<file path="src/rtl/program_loader.sv">
// program_loader: boot loader assembling a checksummed byte stream into instruction memory words
module program_loader #(
  parameter int ADDR_W  = 12,
  parameter int INSTR_W = 19
) (
  input  logic               clk,
  input  logic               rst,
  input  logic [7:0]         in_data,
  input  logic               in_valid,
  output logic               in_ready,
  input  logic               reload,
  output logic               imem_we,
  output logic [ADDR_W-1:0]  imem_addr,
  output logic [INSTR_W-1:0] imem_wdata,
  output logic               cpu_rst,
  output logic               done,
  output logic               error,
  output logic [1:0]         error_code
);
  typedef enum logic [2:0] {CNT_LO, CNT_HI, DATA, CHK, DONE, ERR} state_t;
  localparam logic [16:0] MAX_N = 17'(2 ** ADDR_W);
  state_t state_q, state_d;
  logic [15:0] cnt_q, cnt_d, wcnt_q, wcnt_d, buf_q, buf_d;
  logic [7:0] xor_q, xor_d;
  logic [1:0] bidx_q, bidx_d, code_q, code_d;
  logic we_q, we_d;
  logic [ADDR_W-1:0] addr_q, addr_d;
  logic [INSTR_W-1:0] wdata_q, wdata_d;
  logic acc;
  logic [23:0] word;
  assign in_ready = !rst && (state_q inside {CNT_LO, CNT_HI, DATA, CHK});
  assign acc = in_valid && in_ready;
  assign word = {in_data, buf_q};
  assign imem_we = we_q;
  assign imem_addr = addr_q;
  assign imem_wdata = wdata_q;
  assign cpu_rst = state_q != DONE;
  assign done = state_q == DONE;
  assign error = state_q == ERR;
  assign error_code = code_q;
  always_comb begin
    state_d = state_q;
    cnt_d = cnt_q;
    wcnt_d = wcnt_q;
    buf_d = buf_q;
    xor_d = xor_q;
    bidx_d = bidx_q;
    code_d = code_q;
    we_d = 1'b0;
    addr_d = addr_q;
    wdata_d = wdata_q;
    case (state_q)
      CNT_LO: if (acc) begin
        cnt_d[7:0] = in_data;
        xor_d = xor_q ^ in_data;
        state_d = CNT_HI;
      end
      CNT_HI: if (acc) begin
        cnt_d[15:8] = in_data;
        xor_d = xor_q ^ in_data;
        state_d = {1'b0, in_data, cnt_q[7:0]} > MAX_N ? ERR : ({in_data, cnt_q[7:0]} == 16'd0 ? CHK : DATA);
        code_d = {1'b0, in_data, cnt_q[7:0]} > MAX_N ? 2'd1 : code_q;
      end
      DATA: if (acc) begin
        xor_d = xor_q ^ in_data;
        bidx_d = bidx_q == 2'd2 ? 2'd0 : bidx_q + 2'd1;
        if (bidx_q == 2'd0) buf_d[7:0] = in_data;
        if (bidx_q == 2'd1) buf_d[15:8] = in_data;
        if (bidx_q == 2'd2) begin
          if ((word >> INSTR_W) != 24'd0) begin
            state_d = ERR;
            code_d = 2'd2;
          end else begin
            we_d = 1'b1;
            addr_d = wcnt_q[ADDR_W-1:0];
            wdata_d = word[INSTR_W-1:0];
            wcnt_d = wcnt_q + 16'd1;
            state_d = wcnt_q + 16'd1 == cnt_q ? CHK : DATA;
          end
        end
      end
      CHK: if (acc) begin
        state_d = in_data == xor_q ? DONE : ERR;
        code_d = in_data == xor_q ? code_q : 2'd3;
      end
      default: if (reload) begin
        state_d = CNT_LO;
        cnt_d = '0;
        wcnt_d = '0;
        xor_d = '0;
        bidx_d = '0;
        code_d = '0;
      end
    endcase
  end
  always_ff @(posedge clk) begin
    if (rst) begin
      state_q <= CNT_LO;
      cnt_q <= '0;
      wcnt_q <= '0;
      buf_q <= '0;
      xor_q <= '0;
      bidx_q <= '0;
      code_q <= '0;
      we_q <= 1'b0;
      addr_q <= '0;
      wdata_q <= '0;
    end else begin
      state_q <= state_d;
      cnt_q <= cnt_d;
      wcnt_q <= wcnt_d;
      buf_q <= buf_d;
      xor_q <= xor_d;
      bidx_q <= bidx_d;
      code_q <= code_d;
      we_q <= we_d;
      addr_q <= addr_d;
      wdata_q <= wdata_d;
    end
  end
endmodule

</file>
<file path="config.mk">
export PLATFORM = sky130hd
export DESIGN_NAME = program_loader
export DESIGN_NICKNAME = d
export VERILOG_FILES = /design/src/rtl/program_loader.sv
export SDC_FILE = /design/constraint.sdc
export NUM_CORES = 1
export LEC_CHECK = 0
export CELL_PAD_IN_SITES_DETAIL_PLACEMENT = 1
export CELL_PAD_IN_SITES_GLOBAL_PLACEMENT = 1
export CORE_UTILIZATION = 38
export DETAILED_ROUTE_END_ITERATION = 10
export PLACE_DENSITY_LB_ADDON = 0.1
export SYNTH_ARGS = -nofsm -noshare
export SYNTH_HDL_FRONTEND = slang
export SYNTH_SLANG_ARGS = --single-unit
</file>
<file path="constraint.sdc">
create_clock -name clk -period 2.2 [get_ports clk]
set_clock_uncertainty 0.1 [all_clocks]
set_input_delay 0.66 -clock clk [delete_from_list [all_inputs] [get_ports clk]]
set_output_delay 0.66 -clock clk [all_outputs]
set_load 0.02 [all_outputs]
</file>
# Word level (Yosys, flattened, before mapping)
# Index checks and enable logic that the tools add are counted.
dict set report classes {
  eq_ne 20
  n_bitwise 10
  addsub 2
  n_lt_le_gt_ge 1
  reduce_logical 29
  muxes 36
}
# op count
set op_table {}
lappend op_table {{16-bit two-way mux} 4}
lappend op_table {{8-bit case mux with 2 select lines} 3}
lappend op_table {{16-bit case mux with 2 select lines} 1}
lappend op_table {{3-bit two-way mux} 8}
lappend op_table {{8-bit two-way mux} 3}
lappend op_table {{24-bit nonzero test} 1}
lappend op_table {{2-bit two-way mux} 10}
lappend op_table {{3-bit AND reduction} 6}
lappend op_table {{16-bit by 1-bit adder with 16-bit output, second input constant} 1}
lappend op_table {{16-bit equality test} 1}
lappend op_table {{16-bit by 13-bit greater-than comparator with 1-bit output, second input constant} 1}
lappend op_table {{16-bit logical NOT} 1}
lappend op_table {{2-bit inequality test, second input constant} 6}
lappend op_table {{3-bit case mux with 4 select lines} 1}
lappend op_table {{3-bit OR reduction} 4}
lappend op_table {{1-bit inverter} 9}
lappend op_table {{9-bit AND reduction} 1}
lappend op_table {{8-bit equality test} 1}
lappend op_table {{2-bit by 1-bit inequality test with 1-bit output, second input constant} 4}
lappend op_table {{2-bit case mux with 4 select lines} 1}
lappend op_table {{2-bit nonzero test} 4}
lappend op_table {{4-bit nonzero test} 2}
lappend op_table {{8-bit XOR} 1}
lappend op_table {{3-bit by 2-bit equality test with 1-bit output, second input constant} 2}
lappend op_table {{17 further kinds} 22}
dict set report totals {
  out_inout_bits 38
  register_bits 95
}

# Depth between registers and ports, before layout
# Gate-level depths: netlist of run 1.
dict set report logic_depth {
  ltp_word 7
  depth_mapped 9
  depth_no_buf 7
}

# Least setup slack after synthesis of run 1
# OpenSTA, ideal clock, no wires.
dict set report synth_timing {
  path_type {in2reg}
  startpoint {in in_data[5]}
  endpoint {reg wcnt_q[10]}
  slack_ps -128
  setup_time_ps 71
  stages 6
  required_time_ps 2029
  t_arrival_ps 2158
  path_buffers 1
  path_cell_list {buf_2 > or4_4 > nor2_4 > nand2_2 > or4_1 > a21oi_1}
}
dict set report synth_between {
  elab_chain_len 3
}
# element line
set synth_lines {}
lappend synth_lines {{start, declared} 8} ;# input logic [7:0] in_data,
lappend synth_lines {{24-bit nonzero test} 70} ;# if ((word >> INSTR_W) != 24'd0) begin
lappend synth_lines {{2-bit inequality test (no source line)} -}
lappend synth_lines {{5-bit AND reduction (no source line)} -}
lappend synth_lines {{end signal, assigned} 111} ;# wcnt_q <= wcnt_d;
lappend synth_lines {{end, declared} 23} ;# logic [15:0] cnt_q, cnt_d, wcnt_q, wcnt_d, buf_q, buf_d;
# Every way passes these cells.
# A chain may end at the register's enable or synchronous reset.

# Final worst setup path of run 1
dict set report layout_timing {
  startpoint {reg wcnt_q[0]}
  endpoint {reg state_q[0]}
}
dict set report layout_between {
  elab_chain_len 7
}
# element line
set layout_lines {}
lappend layout_lines {{16-bit by 1-bit adder with 16-bit output} 78} ;# state_d = wcnt_q + 16'd1 == cnt_q ? CHK : DATA;
lappend layout_lines {{16-bit equality test} 78}
lappend layout_lines {{1-bit two-way mux} 78}
lappend layout_lines {{3-bit two-way mux} 70}
lappend layout_lines {{3-bit two-way mux} 69} ;# if (bidx_q == 2'd2) begin
lappend layout_lines {{3-bit two-way mux} 64} ;# DATA: if (acc) begin
lappend layout_lines {{3-bit case mux with 4 select lines} 52} ;# case (state_q)
lappend layout_lines {{end signal, assigned} 109} ;# state_q <= state_d;
lappend layout_lines {{end, declared} 22} ;# state_t state_q, state_d;
# Every way passes these cells. The select of a mux whose other input is x is not followed.

==> reports/summary.txt, run 1 <==
Storage element area - 0.00192 sq mm
Max Clock Freq - 457 MHz
Commonest non-fill, non-tap cell in the layout - nand2_1
Syn avg cell area - 7.78 sq um
Rows - 39
Drt via density - 5.42
Routed vias - 4565
Register area share after synthesis - 0.419
Power Density - 589 mW/mm^2
Hold crit path type - reg -> reg
Violated checks - design-rule violations
Number of synthesized flops with an enable pin - 0
Crit-path leading delay family - simple AND/OR/NAND/NOR gates
Vias in the first global route - 4719
Final GP Congestion - 0.883
Leak - 2.38 nW
Area delta synth->final - 37.3%
Clock Path Buffers - 2
Crit path kind - reg -> reg
Dpl hpwl - 10400 microns
Post-Synthesis Net Count - 597
Maximum vdd drop - 0.000299 V
Design Area, Final - 0.00623 sq mm
Max stage delay on crit path - 0.50 ns
CTS Buf Count - 9
Async set-or-reset flop fraction in the synthesized netlist - 0
Final net count - 708
Multi-input logic area - 0.00257 sq mm
Switching share of power - 0.261
Setup WS pre-CTS - -0.697 ns
Most frequent cells in the layout - nand2_1, buf_4, dfxtp_1
Initial antenna violation count - 0
Largest net degree at the start of global routing - 86
Tmin final - 2.19 ns
FF+latch count, synth - 95
Initial Util - 0.394
GRT overflow - 0
Gr usage total - 0.246
Die ar. - 0.0124 sq mm
CTS clk-pin slew, worst paths - 0.07 ns
Switching power - 0.958 mW
Root buffer cell - clkbuf_16
DRC errors left - 6
Outcome - complete, but fails checks
Final-report hold violation count - 0
YS warnings - 0
Antenna cell count - 0
Clock power frac - 0.421
Crit path max fanout - 4
Initial DRC count - 224
Part of the power in registers - 0.480
Die Span Y - 111 microns
Share of cells above drive strength 1 - 0.237
Final slew viol count - 0
# fillers - 1384
Combinational Power Share - 0.099
Buffers and inverters on the worst path - 1
IO Port Bufs - 49
Core Util, Final - 0.541
H-tree depth - 3
Core footprint - 0.0115 sq mm
RSZ-0062 raised after global routing - true
Total Wirelength - 15000 microns
MaxCap Viol Count - 0
Cells after synthesis - 584
Drt wl/cell - 17.8 microns
Area of the mapped netlist - 0.00454 sq mm
CP endpoint kind - register
Clock latency on the worst-skew pair - 0.35 ns
Internal power - 2.72 mW
Setup ws final - 0.0106 ns
TritonCTS clock tree - built
I/O pin count - 50
Req. time, crit path - 2.38 ns
Post-Place Cell Area - 0.00568 sq mm
DRT Pass-1 Iters - 7
Max_slew headroom - 0.375
Slowest cell on the critical path - or4b_4
Slew at the pin with the worst max-slew slack - 0.938 ns
WP data arrival - 2.37 ns
Final period util - 0.995
Critical-path cell list - buf_6 -> a311o_1 -> o32ai_2 -> a31oi_1 -> nor4_2 -> or4b_4 -> o21ai_1
Endpoints failing setup - 0
Global-route wire length before repair - 24300 microns
CTS sink cnt - 95
Leading register cell type out of synthesis - dfxtp_1
Cell variety after synth - 57
CP Launch Type - register
Detail Route Antenna Nets - 0
Die width - 111 microns
## what timing repair did
action | 4_1_cts | 5_1_grt
gates resized for setup | 46 | 36
endpoints found under the setup margin | 70 | 22
setup buffers | 5 | 6
pin swaps | 11 | 20
gates cloned | 0 | 1
hold buffers | 0 | 0
## cell type report
cell class	count	share of cell area
multi-input cells	436	0.413
repair buffers	147	0.200
clock buffers	10	0.0383
inverters	6	0.00442
clock inverters	6	0.00823
flip-flops and latches	95	0.307
well taps	143	0.0287
## layer usage
| metal | part of all wire | wire [microns] | vias to the layer above | global-route usage |
|---|---|---|---|---|
| met5 | 0 | 0 | - | 0 |
| met4 | 0.017 | 255 | 0 | 0.0829 |
| met3 | 0.021 | 317 | 18 | 0.0312 |
| met2 | 0.52 | 7850 | 62 | 0.443 |
| met1 | 0.44 | 6620 | 2266 | 0.303 |
| li1 | - | - | 2219 | - |
## worst reg2reg max path: cells and delay by family (launching register included)
kind	cells	cell delay [ns]
simple gates	2	0.84
compound gates	4	0.73
flops	1	0.34
buf+inv	1	0.12
## cells in the mapped netlist (3+ instances only)
master    instances  area [sq um]
clkbuf_1         26          97.6
xor2_1            7          61.3
or3_1             5          31.3
nand4_1           7          43.8
buf_2            18          90.1
o21bai_1          3          22.5
dfxtp_1          95          1900
nor2b_1           4          25.0
nor4_1            6          37.5
inv_1             5          18.8
a31oi_1           6          37.5
nand3_1          27           135
a21oi_1          76           380
mux2i_1          19           190
o21ai_0          21           105
a211oi_1          4          30.0
and3_1            7          43.8
xnor2_1          23           201
nor2_1           60           225
nand3b_1          5          37.5
nand2_1         110           413
nor3_1            6          30.0
nand2b_1          4          25.0
and2_1            4          25.0
## sequential cells by signal (all words and copies together), names as in the netlist
register / count
bidx_q: 2
buf_q: 16
cnt_q: 16
error_code: 2
imem_addr: 12
imem_wdata: 19
imem_we: 1
state_q: 3
wcnt_q: 16
xor_q: 8
## power by group through the flow
stage	combinational [mW]	sequential [mW]	clock [mW]
floorplan	0.195	1.80	0
global placement	0.340	1.80	0
detailed placement	0.348	1.80	0
CTS	0.356	1.76	1.59
global route	0.391	1.77	1.65
finish	0.362	1.76	1.55
## worst paths after layout
kind,cells after the start,from,end,slack [ns]
max,7,wcnt_q[0],state_q[0],0.01
min,2,imem_addr[7],imem_addr[7],0.35
max reg2reg,7,wcnt_q[0],state_q[0],0.01
min reg2reg,2,imem_addr[7],imem_addr[7],0.35
## cell families after synthesis
group                    after synthesis  synth area share
XOR/XNOR                              30            0.0579
buffers and inverters                 53            0.0524
AND/OR/NAND/NOR                      259             0.265
adder cells (fa/ha/maj)                1           0.00276
multiplexers                          19            0.0419
flip-flops                            95             0.419
AO/OA/AOI/OAI                        127             0.161
## stage by stage
stage          power (mW)  std cells  hold WS (ns)  TNS [ns]
5_1_grt              3.80        843         0.377    -0.164
3_3_place_gp         2.14        816         0.344    -37.35
3_5_place_dp         2.15        816         0.350    -42.41
2_1_floorplan        2.00        584         0.331    -0.782
4_1_cts              3.70        837         0.359         0
6_report             3.67        843         0.354         0
(Power assumes the default switching activity.)
==> run 2, diff against run 1 <==
ABC_AREA = 1   (was unset)
CORE_UTILIZATION = 36   (was 38)
HOLD_SLACK_MARGIN = 0.05   (was unset)
==> run 2 against run 1 <==
The flow still finishes with violations (design-rule violations). Core utilization down 2.5 points. Final cell count up 6.2%. Clock-buffer cell count up 1. Sequential power up 6%. Critical path depth down 4. Synthesized area down 3.5%. Wire length down 3.7%. Clock power about the same. Global-route usage down 0.92 points. Largest power group unchanged.
==> reports/summary.txt, run 2 <==
Cells after synthesis - 635 (+8.7%)
Core Util, Final - 0.517 (-0.0248)
Detail Route Antenna Nets - 0 (unchanged)
Clock Path Buffers - 2 (unchanged)
Setup ws final - 0.0538 ns (+0.0433 ns)
TritonCTS clock tree - built
Max Clock Freq - 466 MHz (+2.0%)
Placed cells - 875 (+7.2%)
Final period util - 0.976 (-0.0197)
Hold Crit Depth - 2 (unchanged)
Worst Reg-to-Reg Cells - 14 (+7)
Max reg flops - 19 (unchanged)
CTS Buf Count - 9 (unchanged)
Leak - 2.55 nW (+7.2%)
Vias in the first global route - 4688 (-0.66%)
Area delta synth->final - 37.5%
CP endpoint kind - output port
Die Span Y - 112 microns (+0.91%)
YS warnings - 0 (unchanged)
FF-to-FF setup slack - 0.09 ns (+0.08 ns)
CTS sink cnt - 95 (unchanged)
MaxCap Viol Count - 0 (unchanged)
Global-route wire length before repair - 23400 microns (-3.6%)
Crit path max fanout - 2 (-2)
Most frequent cell after synthesis - nand2_1
CP Launch Type - input pin
Area contributors post-synth - dfxtp_1, nand2_1, a21oi_1
Root buffer cell - clkbuf_16
Post-Synthesis Net Count - 648 (+8.5%)
Final GP Congestion - 0.879 (-0.44%)
Outcome - complete, but fails checks
Leading register cell type out of synthesis - dfxtp_1
Worst r2r dst - state_q[0]
Tmin final - 2.15 ns (-0.0433 ns)
Layout Cells excl Fill - 895 (+6.2%)
Antenna cell count - 0 (unchanged)
Async set-or-reset flop fraction in the synthesized netlist - 0 (unchanged)
I/O pin count - 50 (unchanged)
Number of synthesized flops with an enable pin - 0 (unchanged)
FF+latch count, synth - 95 (unchanged)
IO Port Bufs - 49 (unchanged)
Endpoints failing setup - 0 (unchanged)
Share of cells above drive strength 1 - 0.182 (-0.0550)
H-tree depth - 3 (unchanged)
Initial DRC count - 210 (-6.3%)
Initial antenna violation count - 0 (unchanged)
Slew at the pin with the worst max-slew slack - 0.408 ns (-0.530 ns)
Violated checks - design-rule violations
Max_slew headroom - 0.728 (+0.353)
Routed vias - 4608 (+0.94%)
Worst r2r src - wcnt_q[1]
Dpl hpwl - 10500 microns (+1.0%)
Synth area leader - dfxtp_1
Core footprint - 0.0117 sq mm (+1.3%)
Final net count - 760 (+7.3%)
Hold crit path type - reg -> reg
Share of the synthesized area in the top cell type - 0.434 (+0.0152)
Area of the mapped netlist - 0.00438 sq mm (-3.5%)
Commonest cells in the netlist - nand2_1, dfxtp_1, nor2_1
Req. time, crit path - 1.44 ns (-0.94 ns)
Setup WS pre-CTS - -0.490 ns (+0.207 ns)
Clock latency on the worst-skew pair - 0.35 ns (about the same)
Worst hold endpoint - cnt_q[4]
Die width - 112 microns (+0.91%)
Final slew viol count - 0 (unchanged)
Syn avg cell area - 6.90 sq um (-11%)
DRC errors left - 1 (-5)
Final-report hold violation count - 0 (unchanged)
Cell variety after synth - 31 (-46%)
Gr usage total - 0.237 (-0.00915)
Rows - 39 (unchanged)
Total Wirelength - 14500 microns (-3.7%)
Drt via density - 5.15 (-4.9%)
Commonest non-fill, non-tap cell in the layout - nand2_1
Initial Util - 0.376 (-0.0186)
Most frequent cells in the layout - nand2_1, dfxtp_1, nor2_1
Maximum vdd drop - 0.000460 V (+54%)
WP data arrival - 1.39 ns (-0.98 ns)
Hold Path Origin - cnt_q[4]
DRT Pass-1 Iters - 7 (unchanged)
Power Density - 727 mW/mm^2 (+23%)
GRT overflow - 0 (unchanged)
Crit path kind - in -> out
Drt wl/cell - 16.2 microns (-9.3%)
Register area share after synthesis - 0.434 (+0.0152)
CTS clk-pin slew, worst paths - 0.07 ns (about the same)
Largest net degree at the start of global routing - 45 (-48%)
Die ar. - 0.0126 sq mm (+1.8%)
## run 2: cell count changes in the layout (fill, tap and decap cells not counted), moves of 6 or more
cell,change
inv_1,+59
o21ai_0,+43
nand2_1,+29
buf_4,-22
mux2i_1,-19
xnor2_1,-17
nand3_1,+14
nor2_1,+14
nor2_2,+9
and3_1,-7
o22ai_1,+7
inv_2,+6
xor2_1,-6
## run 2: what timing repair did
action	CTS	global route
hold buffers	0	0
cloned	0	2
setup endpoints to repair	47	52
setup buffers	0	2
resized for setup	17	40
pin swaps	1	9
## run 2: cell type report
type	instances	area [sq um]
repair buffers	123	1150
inverters	71	269
clock inverters	5	46.3
clock buffers	11	253
fillers	1460	5640
well taps	143	179
multi-input cells	447	2210
flip-flops and latches	95	1910
## run 2: kinds of logic after synthesis
kind of cell               synth area share
xor gates and xnor gates             0.0180
DFF                                   0.434
and+or+nand+nor                       0.292
adders and majority gates           0.00286
AOI/OAI and AO/OA                     0.166
buffers and inverters                0.0874
## run 2: worst max-delay path, cell delays in order
cell           delay [ns]
dlygate4sd2_1        0.29
nor2_8               0.09
dlygate4sd2_1        0.34
## run 2: worst max path at each step
| stage | startpoint | to | slack [ns] |
|---|---|---|---|
| after floorplan | rst | imem_addr[9] | 0.01 |
| after global placement | rst | in_ready | -0.45 |
| after detailed placement | rst | error_code[1] | -0.49 |
| after CTS | in_data[5] | error_code[1] | 0.0002 |
| after global routing | wcnt_q[1] | state_q[0] | -0.001 |
| final | rst | in_ready | 0.05 |
## run 2: metal layers
metal  vias to the layer above  GRT usage  share of wire
li1                       2285          -              -
met1                      2243      0.307           0.46
met2                        63      0.406           0.50
met3                        17     0.0292          0.030
met4                         0     0.0853          0.016
met5                         -          0              0
## run 2: stage by stage
stage	power [mW]	cell area, sq um	setup TNS (ns)	hold slack (ns)
2_1_floorplan	2.40	4380	0	0.350
3_3_place_gp	2.76	5520	-28.15	0.367
3_5_place_dp	2.80	5520	-30.55	0.375
4_1_cts	4.40	5850	0	0.392
5_1_grt	4.59	6020	-0.00131	0.413
6_report	4.38	6020	0	0.388
## run 2: power by group
part / switching [mW] / internal, mW
registers: 0.0696 / 1.80
clock network: 0.721 / 0.851
logic: 0.532 / 0.401
==> run 3, diff against run 2 <==
PLACE_DENSITY_LB_ADDON = 0.15   (was 0.1)
==> run 3 against run 2 <==
The run still ends with design-rule violations left. Final cell count is 0.11% lower. Worst hold slack better by 0.0019 ns. Largest cell class unchanged. First-iteration DRC count is 21% lower. Register-to-register slack better by 0.02 ns. Sequential cell count stayed put. Maximum frequency is 0.27% higher. Wire length is 1.8% lower. Sequential power hardly changed.
==> reports/summary.txt, run 3 (synthesis results as in run 2) <==
Crit path max fanout - 2 (unchanged)
CTS Hold Buffers Added - 0 (unchanged)
Endpoints failing setup - 0 (unchanged)
Post-Place Cell Area - 0.00550 sq mm (-0.50%)
Setup ws final - 0.0596 ns (+0.00576 ns)
CP Launch Type - input pin
Initial Util - 0.376 (unchanged)
Total Wirelength - 14200 microns (-1.8%)
Drt via density - 5.16 (+0.18%)
I/O pin count - 50 (unchanged)
Final slew viol count - 0 (unchanged)
Switching power - 1.32 mW (-0.43%)
DRT Pass-1 Iters - 7 (unchanged)
Setup crit start - rst
Die ar. - 0.0126 sq mm (unchanged)
Global-route wire length before repair - 23000 microns (-1.6%)
Core footprint - 0.0117 sq mm (unchanged)
Initial DRC count - 166 (-21%)
Part of the power in registers - 0.432 (+0.004)
Dpl hpwl - 10300 microns (-2.5%)
Power Density - 722 mW/mm^2 (-0.69%)
Drt wl/cell - 15.9 microns (-1.7%)
Internal power - 3.02 mW (-1.0%)
WP data arrival - 1.38 ns (about the same)
Area delta synth->final - 37.3%
MaxCap Viol Count - 0 (unchanged)
Max reg flops - 19 (unchanged)
Design Area, Final - 0.00601 sq mm (-0.17%)
Final GP Congestion - 0.904 (+2.8%)
TritonCTS clock tree - built
FF-to-FF setup slack - 0.11 ns (+0.02 ns)
CTS sink cnt - 95 (unchanged)
Tmin final - 2.14 ns (-0.00576 ns)
Req. time, crit path - 1.44 ns (about the same)
Most frequent cells in the layout - nand2_1, dfxtp_1, nor2_1
Routed vias - 4611 (+0.065%)
Die width - 112 microns (unchanged)
Crit path kind - in -> out
Largest net degree at the start of global routing - 60 (+33%)
IO Port Bufs - 49 (unchanged)
Clock Path Buffers - 2 (unchanged)
Maximum vdd drop - 0.000540 V (+17%)
Hold crit path type - reg -> reg
GRT overflow - 0 (unchanged)
Violated checks - design-rule violations
Final period util - 0.973 (-0.00262)
Switching share of power - 0.303 (+0.00130)
Initial antenna violation count - 0 (unchanged)
Root buffer cell - clkbuf_16
CTS clk-pin slew, worst paths - 0.06 ns (about the same)
DRC errors left - 2 (+1)
Final-report hold violation count - 0 (unchanged)
Final net count - 759 (-0.13%)
Antenna cell count - 0 (unchanged)
Clock power frac - 0.350 (-0.009)
Combinational Power Share - 0.218 (+0.005)
Setup TNS - 0 ns (unchanged)
Outcome - complete, but fails checks
Die Span Y - 112 microns (unchanged)
Clock latency on the worst-skew pair - 0.35 ns (about the same)
Share of cells above drive strength 1 - 0.177 (-0.00508)
Detail Route Antenna Nets - 0 (unchanged)
H-tree depth - 3 (unchanged)
Commonest non-fill, non-tap cell in the layout - nand2_1
Worst r2r src - wcnt_q[0]
Rows - 39 (unchanged)
Vias in the first global route - 4750 (+1.3%)
Slew at the pin with the worst max-slew slack - 0.419 ns (+0.0108 ns)
RSZ-0062 raised after global routing - true
Gr usage total - 0.233 (-0.00451)
CTS Buf Count - 9 (unchanged)
Setup WS pre-CTS - -0.473 ns (+0.0164 ns)
Hold Path Origin - cnt_q[5]
Leak - 2.56 nW (+0.42%)
Max Clock Freq - 467 MHz (+0.27%)
CP endpoint kind - output port
Max_slew headroom - 0.721 (-0.00721)
==> run 3: changes by cell type in the layout (fill, tap and decap cells not counted), moves of 2 or more <==
cell             before  now
a21oi_1              66   64
inv_2                 6    4
inv_1                64   66
dfxtp_1              87   89
clkdlybuf4s50_1      37   35
dfxtp_2               8    6
a21oi_2               0    2
nor2_2               10    7
nor2_4                3    5
==> run 3: layout make-up <==
cell class                 count  area, sq um
multi-input combinational    447         2230
fill                        1467         5650
clock buffer                  10          239
inverter                      71          269
sequential                    95         1910
tap                          143          179
timing repair buffer         122         1140
clock inverter                 6         48.8
==> run 3: metal layers <==
metal | track usage | part of all wire
met5 | 0 | 0
met4 | 0.0907 | 0.020
met3 | 0.0329 | 0.025
met2 | 0.406 | 0.50
met1 | 0.290 | 0.46
==> run 3: path summary, 6_finish.rpt <==
| check | cells after the start | to |
|---|---|---|
| min reg2reg | 2 | cnt_q[5] |
| max | 3 | in_ready |
| min | 2 | cnt_q[5] |
| max reg2reg | 14 | state_q[0] |
==> run 3: critical path: stages <==
cell,delay [ns]
dlygate4sd2_1,0.29
nor2_8,0.10
dlygate4sd2_1,0.33
==> run 3: repair_timing <==
action,4_1_cts,5_1_grt
pin swaps,2,6
setup endpoints to repair,58,53
buffers inserted,0,3
resized for setup,15,45
cloned,0,2
==> run 3: power by group through the flow <==
| stage | Combinational [mW] | Sequential [mW] | Clock (mW) |
|---|---|---|---|
| 2_1_floorplan | 0.490 | 1.91 | 0 |
| 3_3_place_gp | 0.833 | 1.90 | 0 |
| 3_5_place_dp | 0.868 | 1.91 | 0 |
| 4_1_cts | 0.880 | 1.87 | 1.55 |
| 5_1_grt | 1.05 | 1.88 | 1.63 |
| 6_report | 0.947 | 1.87 | 1.52 |
==> run 3: stage by stage <==
| step | utilization | hold slack (ns) | power (mW) | std cells |
|---|---|---|---|---|
| after floorplan | - | 0.350 | 2.40 | 635 |
| after global placement | 0.471 | 0.361 | 2.73 | 873 |
| after detailed placement | 0.471 | 0.376 | 2.78 | 873 |
| after CTS | 0.496 | 0.394 | 4.30 | 889 |
| after global routing | 0.516 | 0.416 | 4.56 | 894 |
| final | 0.516 | 0.390 | 4.34 | 894 |
